===== src/rtl/axi_pkg.sv =====
// Shared AXI read-path widths and packet layouts, used by the read arbiter
// and by the CDC wrapper that carries these packets across clock domains.
package axi_pkg;

    localparam int ID_M_W   = 4;
    localparam int ID_S_W   = 8;
    localparam int ADDR_W   = 32;
    localparam int DATA_W   = 32;
    localparam int AR_PKT_W = 49;
    localparam int R_PKT_W  = 43;

    typedef struct packed {
        logic [ID_S_W-1:0] id;
        logic [ADDR_W-1:0] addr;
        logic [3:0]        len;
        logic [2:0]        size;
        logic [1:0]        burst;
    } ar_pkt_t;

    typedef struct packed {
        logic [ID_S_W-1:0] id;
        logic [DATA_W-1:0] data;
        logic [1:0]        resp;
        logic              last;
    } r_pkt_t;

    // Beat as presented to a master: the tag is stripped back to its own ID.
    typedef struct packed {
        logic [ID_M_W-1:0] id;
        logic [DATA_W-1:0] data;
        logic [1:0]        resp;
        logic              last;
    } rd_beat_t;

    // Master index sits just above the master's own ID bits.
    function automatic logic [ID_S_W-1:0] tag_id(input logic midx, input logic [ID_M_W-1:0] id);
        return {3'b000, midx, id};
    endfunction

endpackage


===== src/rtl/rd_out_reg.sv =====
// One-entry R output register for a single master; contents are held
// stable while valid and not accepted.
module rd_out_reg
    import axi_pkg::*;
(
    input  logic     clk,
    input  logic     rst,
    input  logic     load,
    input  rd_beat_t din,
    input  logic     rready,
    output logic     rvalid,
    output rd_beat_t dout
);

    always_ff @(posedge clk or posedge rst) begin
        if (rst) begin
            rvalid <= 1'b0;
            dout   <= '0;
        end else if (load) begin
            rvalid <= 1'b1;
            dout   <= din;
        end else if (rvalid && rready) begin
            rvalid <= 1'b0;
        end
    end

endmodule


===== src/rtl/axi_rd_arbiter.sv =====
// Two-master AXI read arbiter in front of a shared AR/R CDC: round-robin
// AR grant with ID tagging, R beats routed back by tag through output regs.
module axi_rd_arbiter
    import axi_pkg::*;
#(
    parameter int MAX_OUT = 4,
    parameter int CNT_W   = 4
) (
    input  logic                clk,
    input  logic                rst,
    input  logic [ID_M_W-1:0]   ARID_M0,
    input  logic [ADDR_W-1:0]   ARADDR_M0,
    input  logic [3:0]          ARLEN_M0,
    input  logic [2:0]          ARSIZE_M0,
    input  logic [1:0]          ARBURST_M0,
    input  logic                ARVALID_M0,
    output logic                ARREADY_M0,
    input  logic [ID_M_W-1:0]   ARID_M1,
    input  logic [ADDR_W-1:0]   ARADDR_M1,
    input  logic [3:0]          ARLEN_M1,
    input  logic [2:0]          ARSIZE_M1,
    input  logic [1:0]          ARBURST_M1,
    input  logic                ARVALID_M1,
    output logic                ARREADY_M1,
    output logic [ID_M_W-1:0]   RID_M0,
    output logic [DATA_W-1:0]   RDATA_M0,
    output logic [1:0]          RRESP_M0,
    output logic                RLAST_M0,
    output logic                RVALID_M0,
    input  logic                RREADY_M0,
    output logic [ID_M_W-1:0]   RID_M1,
    output logic [DATA_W-1:0]   RDATA_M1,
    output logic [1:0]          RRESP_M1,
    output logic                RLAST_M1,
    output logic                RVALID_M1,
    input  logic                RREADY_M1,
    input  logic                AR_not_full,
    output logic                AR_wr_en,
    output logic [AR_PKT_W-1:0] AR_w_data,
    input  logic                R_not_empty,
    input  logic [R_PKT_W-1:0]  R_r_data,
    output logic                R_rd_en
);

    localparam int NUM_M = 2;

    logic [NUM_M-1:0]            arvalid, elig, grant, ar_hs;
    logic [NUM_M-1:0]            rready, rvalid, load, last_hs;
    logic [NUM_M-1:0][CNT_W-1:0] cnt_q;
    ar_pkt_t [NUM_M-1:0]         ar_req;
    rd_beat_t [NUM_M-1:0]        beat_q;
    logic                        rr_ptr_q;
    r_pkt_t                      r_head;
    rd_beat_t                    r_beat;
    logic                        dst;
    logic                        unused_tag_bits;

    assign arvalid = {ARVALID_M1, ARVALID_M0};
    assign rready  = {RREADY_M1, RREADY_M0};

    assign ar_req[0] = '{id: tag_id(1'b0, ARID_M0), addr: ARADDR_M0, len: ARLEN_M0,
                         size: ARSIZE_M0, burst: ARBURST_M0};
    assign ar_req[1] = '{id: tag_id(1'b1, ARID_M1), addr: ARADDR_M1, len: ARLEN_M1,
                         size: ARSIZE_M1, burst: ARBURST_M1};

    always_comb begin
        grant = elig;
        if (&elig) begin
            grant           = '0;
            grant[rr_ptr_q] = 1'b1;
        end
    end

    assign ar_hs      = grant & {NUM_M{AR_not_full & ~rst}};
    assign AR_wr_en   = |ar_hs;
    assign AR_w_data  = grant[1] ? ar_req[1] : ar_req[0];
    assign ARREADY_M0 = ar_hs[0];
    assign ARREADY_M1 = ar_hs[1];

    always_ff @(posedge clk or posedge rst) begin
        if (rst)
            rr_ptr_q <= 1'b0;
        else if (ar_hs[0])
            rr_ptr_q <= 1'b1;
        else if (ar_hs[1])
            rr_ptr_q <= 1'b0;
    end

    // The owning master index is tag bit 4; the upper tag bits carry no routing.
    assign r_head          = r_pkt_t'(R_r_data);
    assign dst             = r_head.id[4];
    assign unused_tag_bits = ^r_head.id[7:5];
    assign r_beat          = '{id: r_head.id[ID_M_W-1:0], data: r_head.data,
                               resp: r_head.resp, last: r_head.last};
    assign R_rd_en         = R_not_empty & ~rst & (~rvalid[dst] | rready[dst]);

    for (genvar g = 0; g < NUM_M; g++) begin : g_mst
        assign elig[g]    = arvalid[g] & (cnt_q[g] < CNT_W'(MAX_OUT));
        assign load[g]    = R_rd_en & (dst == 1'(g));
        assign last_hs[g] = rvalid[g] & rready[g] & beat_q[g].last;

        always_ff @(posedge clk or posedge rst) begin
            if (rst) begin
                cnt_q[g] <= '0;
            end else begin
                case ({ar_hs[g], last_hs[g]})
                    2'b10:   cnt_q[g] <= cnt_q[g] + CNT_W'(1);
                    2'b01:   if (cnt_q[g] != '0) cnt_q[g] <= cnt_q[g] - CNT_W'(1);
                    default: cnt_q[g] <= cnt_q[g];
                endcase
            end
        end

        rd_cnt_underflow: assert property (@(posedge clk) disable iff (rst)
            last_hs[g] |-> (cnt_q[g] != '0));

        rd_out_reg u_out (
            .clk    (clk),
            .rst    (rst),
            .load   (load[g]),
            .din    (r_beat),
            .rready (rready[g]),
            .rvalid (rvalid[g]),
            .dout   (beat_q[g])
        );
    end

    assign RVALID_M0 = rvalid[0];
    assign RID_M0    = beat_q[0].id;
    assign RDATA_M0  = beat_q[0].data;
    assign RRESP_M0  = beat_q[0].resp;
    assign RLAST_M0  = beat_q[0].last;
    assign RVALID_M1 = rvalid[1];
    assign RID_M1    = beat_q[1].id;
    assign RDATA_M1  = beat_q[1].data;
    assign RRESP_M1  = beat_q[1].resp;
    assign RLAST_M1  = beat_q[1].last;

endmodule

===== config.mk =====
export PLATFORM = sky130hd
export DESIGN_NAME = axi_rd_arbiter
export DESIGN_NICKNAME = d
export VERILOG_FILES = /design/src/rtl/axi_pkg.sv /design/src/rtl/rd_out_reg.sv /design/src/rtl/axi_rd_arbiter.sv
export SDC_FILE = /design/constraint.sdc
export NUM_CORES = 1
export LEC_CHECK = 0
export ABC_AREA = 1
export CORE_MARGIN = 2
export CORE_UTILIZATION = 34
export CTS_CLUSTER_SIZE = 14
export DETAILED_ROUTE_END_ITERATION = 12
export GPL_TIMING_DRIVEN = 1
export HOLD_SLACK_MARGIN = 0.08
export PLACE_DENSITY_LB_ADDON = 0.2
export SYNTH_ARGS = -nofsm -noshare
export SYNTH_HDL_FRONTEND = slang
export SYNTH_HIERARCHICAL = 1
export SYNTH_SLANG_ARGS = --single-unit

===== constraint.sdc =====
create_clock -name clk -period 1.95 [get_ports clk]
set_input_delay 0.39 -clock clk [delete_from_list [all_inputs] [get_ports clk]]
set_output_delay 0.39 -clock clk [all_outputs]
set_load 0.005 [all_outputs]

==> impl_metrics.toml <==
[sta]
maxClockFrequency_mhz = 452.7
skew_ns = 0.006229
fin_crit_sh_pct = 113.3
hold_viol = 0
setup-violations-final = 47
drv_slew = 0
layout_setup_ws_ns = -0.2592
period_needed_ns = 2.209
rsz0062_at_grt = "yes"

[floorplanning]
rows = 41
die_w_um = 118.0
start_util_pct = 34.86
dieArea_mm2 = 0.01392
die_h_um = 118.0
pin_count = 274
core_mm2 = 0.01267

[synthesis]
ys_ff_latch = 89
netlist_area_mm2 = 0.004417
synth-edff-count = 0
syn_area_per_cell_um2 = 7.386
yosysSeqAreaShare_pct = 50.42
async_flop_share_pct = 100.0
synthCells = 598
synth.distinct_cells = 27
yosysWarningCount = 6
synthFlopType = "dfrtp_1"

[route]
wl_met3_um = 1402
avgRoutedWirePerCell_um = 16.10
wl_met1_um = 6538
route.detailed.drc = 0
dr.pass1.iters = 7
ant_nets = 0
drt_wl_total_um = 17850
drt_iter0_drc = 328
wl_met2_um = 9500
routed.top_layer = "met4"
vias = 5043
via_per_inst = 4.547

[grt]
grt_max_degree = 41
grt_overflow = 0
grtUsageTotal_pct = 24.76
grt_pass1_vias = 5072
antenna_found_initial = 0
grt_pass1_wl_um = 27080

[place]
gp_congestion = 0.8652
hpwl_um = 12860
port_buffers = 267
place_ws_ns = -0.6157
placed_area_mm2 = 0.007547

[pwr]
p_total_mw = 7.807
power_density_mw_per_mm2 = 925.2
ir_worst_vdd_mv = 0.5457
leakage_nw = 4.319

[setup_path]
r2r_start = "cnt_q[7]"
cp_slowest_cell = "dfrtp_1"
cp_cell_sequence = "nor2_2 -> nand3_2 -> nand2_8 -> inv_8 -> buf_6 -> buf_12 -> buf_6 -> nand2_2 -> nand2_1 -> buf_2"
rr_worst_depth = 20
cp-startpoint = "cnt_q[2]"
critPathRequiredTime_ns = 1.56
critPathTopFamily = "buffers and inverters"
reg2reg_to = "cnt_q[6]"
critPathBufInv = 5
path_common_cell = "buf_6"
critPathKind = "flip-flop to output port"
worstPathArrival_ns = 1.82
max_stage_delay_ns = 0.39
critPathCaptureType = "output port"
cp.depth = 10
start_kind = "flip-flop"
path_max_fanout = 8
r2r_setup_slack_ns = -0.05
endpoint = "AR_w_data[25]"

[final_layout]
drive_gt1_share_pct = 26.36
final_nets = 1076
final_area_mm2 = 0.008438
area_growth_pct = 91.05
num_antenna_cells = 0
multi_input_area_mm2 = 0.002161
n_fill_cell = 1114
register_area_mm2 = 0.002227

[clocking]
cts_root_buf = "clkbuf_16"
clockBufferDepth = 2
cts_made_buffers = 9
cts_tree = "yes"
hold_buffers = 0
clkTransAtPathRegs_ns = 0.06
cts_sinks = 89
htreeDepth = 3
clk-insertion-delay-late_ns = 0.33

[outcome]
status = "finished with violations"
failed_checks = "negative setup slack"

[worst_hold_path]
hold_path_class = "flip-flop to flip-flop"

[flow_run]
drv.max_cap_violation_count = 0
==> cell usage in the layout, fill, tap and decap left out, types with 4 or more instances in the layout <==
cell type | netlist | final
nand2_1 | 393 | 333
clkdlybuf4s50_1 | 0 | 215
dfrtp_1 | 89 | 89
nand2_2 | 4 | 53
buf_4 | 9 | 45
buf_2 | 16 | 37
buf_6 | 2 | 26
inv_1 | 29 | 23
nand2_4 | 4 | 14
inv_2 | 7 | 11
nand3_1 | 16 | 11
clkbuf_16 | 0 | 10
buf_12 | 0 | 9
nand3_2 | 2 | 7
clkbuf_2 | 0 | 5
buf_16 | 0 | 4
buf_8 | 0 | 4
==> cell usage after synthesis, types with 2 or more instances <==
library cell,number,area share [%]
nand3_4,2,0.79
nand3_1,16,1.8
nand2_4,4,1.0
xor2_1,3,0.60
buf_6,2,0.51
nand2_1,393,33
o21ai_0,3,0.34
nor2_4,2,0.51
inv_1,29,2.5
buf_2,16,1.8
inv_2,7,0.60
ha_1,2,0.57
buf_4,9,1.5
nor2_1,4,0.34
nand3_2,2,0.45
nor2_8,2,0.91
nand2_2,4,0.57
dfrtp_1,89,50
==> sequential cells by signal, indices dropped and copies added (netlist names) <==
| register | flops |
|---|---|
| g_mst.u_out/dout | 78 |
| cnt_q | 8 |
| g_mst.u_out/rvalid | 2 |
| rr_ptr_q | 1 |
==> cells by family (layout without fill, tap and decap cells) <==
logic type	count (synthesis)	in the layout	share of synthesized area (%)
compound gates	7	7	1.020
xor+xnor	3	3	0.5950
fa+ha+maj	2	2	0.5665
buf+inv	63	400	6.912
flops	89	89	50.43
other cells	1	3	0.08490
simple gates	433	433	40.40
==> worst min-delay path by stage <==
stage / startpoint / end / slack, ns / depth (start not counted)
2_1_floorplan: rst / cnt_q[0] / 0.23 / 1
3_3_place_gp: g_mst[0].u_out/dout[4] / g_mst[0].u_out/dout[4] / 0.45 / 2
3_5_place_dp: g_mst[0].u_out/dout[31] / g_mst[0].u_out/dout[31] / 0.46 / 2
4_1_cts: g_mst[0].u_out/dout[3] / g_mst[0].u_out/dout[3] / 0.47 / 2
5_1_grt: g_mst[1].u_out/dout[24] / g_mst[1].u_out/dout[24] / 0.49 / 2
6_report: g_mst[0].u_out/dout[31] / g_mst[0].u_out/dout[31] / 0.47 / 2
==> area by class of cell <==
cell class                      instances  share of cell area, %
Sequential cell                        89                  26.39
Timing Repair Buffer                  349                  40.23
Inverter                               36                  1.720
Tap cell                              172                  2.550
Clock buffer                           10                  2.832
Multi-Input combinational cell        448                  25.61
Clock inverter                          5                 0.6673
==> report_power, final <==
| group | leakage [nW] | internal (mW) | switching [mW] | total [mW] |
|---|---|---|---|---|
| Clock | 0.144 | 1.02 | 0.686 | 1.70 |
| Combinational | 3.07 | 2.05 | 1.58 | 3.63 |
| Sequential | 1.11 | 2.23 | 0.246 | 2.47 |
| Total | 4.32 | 5.29 | 2.52 | 7.81 |
==> routing by layer <==
| layer | vias to the layer above | global-route usage (%) |
|---|---|---|
| met5 | - | 0 |
| met4 | 0 | 7.831 |
| met3 | 27 | 7.364 |
| met2 | 194 | 45.68 |
| met1 | 2373 | 27.10 |
| li1 | 2449 | - |
==> worst register-to-register path, cell delays in order, from the launching register on <==
cell,delay (ns)
dfrtp_1,0.39
inv_2,0.08
nand2_4,0.07
nor2_8,0.12
buf_6,0.11
buf_6,0.08
buf_6,0.08
buf_6,0.09
nand3_4,0.07
buf_6,0.14
nand2_4,0.05
nand2_2,0.06
nand2_1,0.08
inv_2,0.05
ha_4,0.14
inv_2,0.04
nand2_2,0.05
inv_2,0.05
nand2_2,0.05
nand3_2,0.05
nand2_1,0.05
==> what timing repair did <==
action	CTS	global route
gates resized for setup	263	66
endpoints found under the setup margin	51	52
setup buffers	21	17
gates cloned	5	1
pin swaps	11	29
==> through the flow <==
step | hold WS [ns] | cells | utilization, % | TNS (ns)
after floorplan | 0.2262 | 600 | - | 0
after global placement | 0.4524 | 1054 | 59.56 | -28.99
after detailed placement | 0.4579 | 1054 | 59.56 | -30.25
after CTS | 0.4727 | 1095 | 64.50 | -6.532
after global routing | 0.4926 | 1109 | 66.59 | -10.22
final | 0.4677 | 1109 | 66.59 | -6.429
Power figures use the tool's default switching activity.
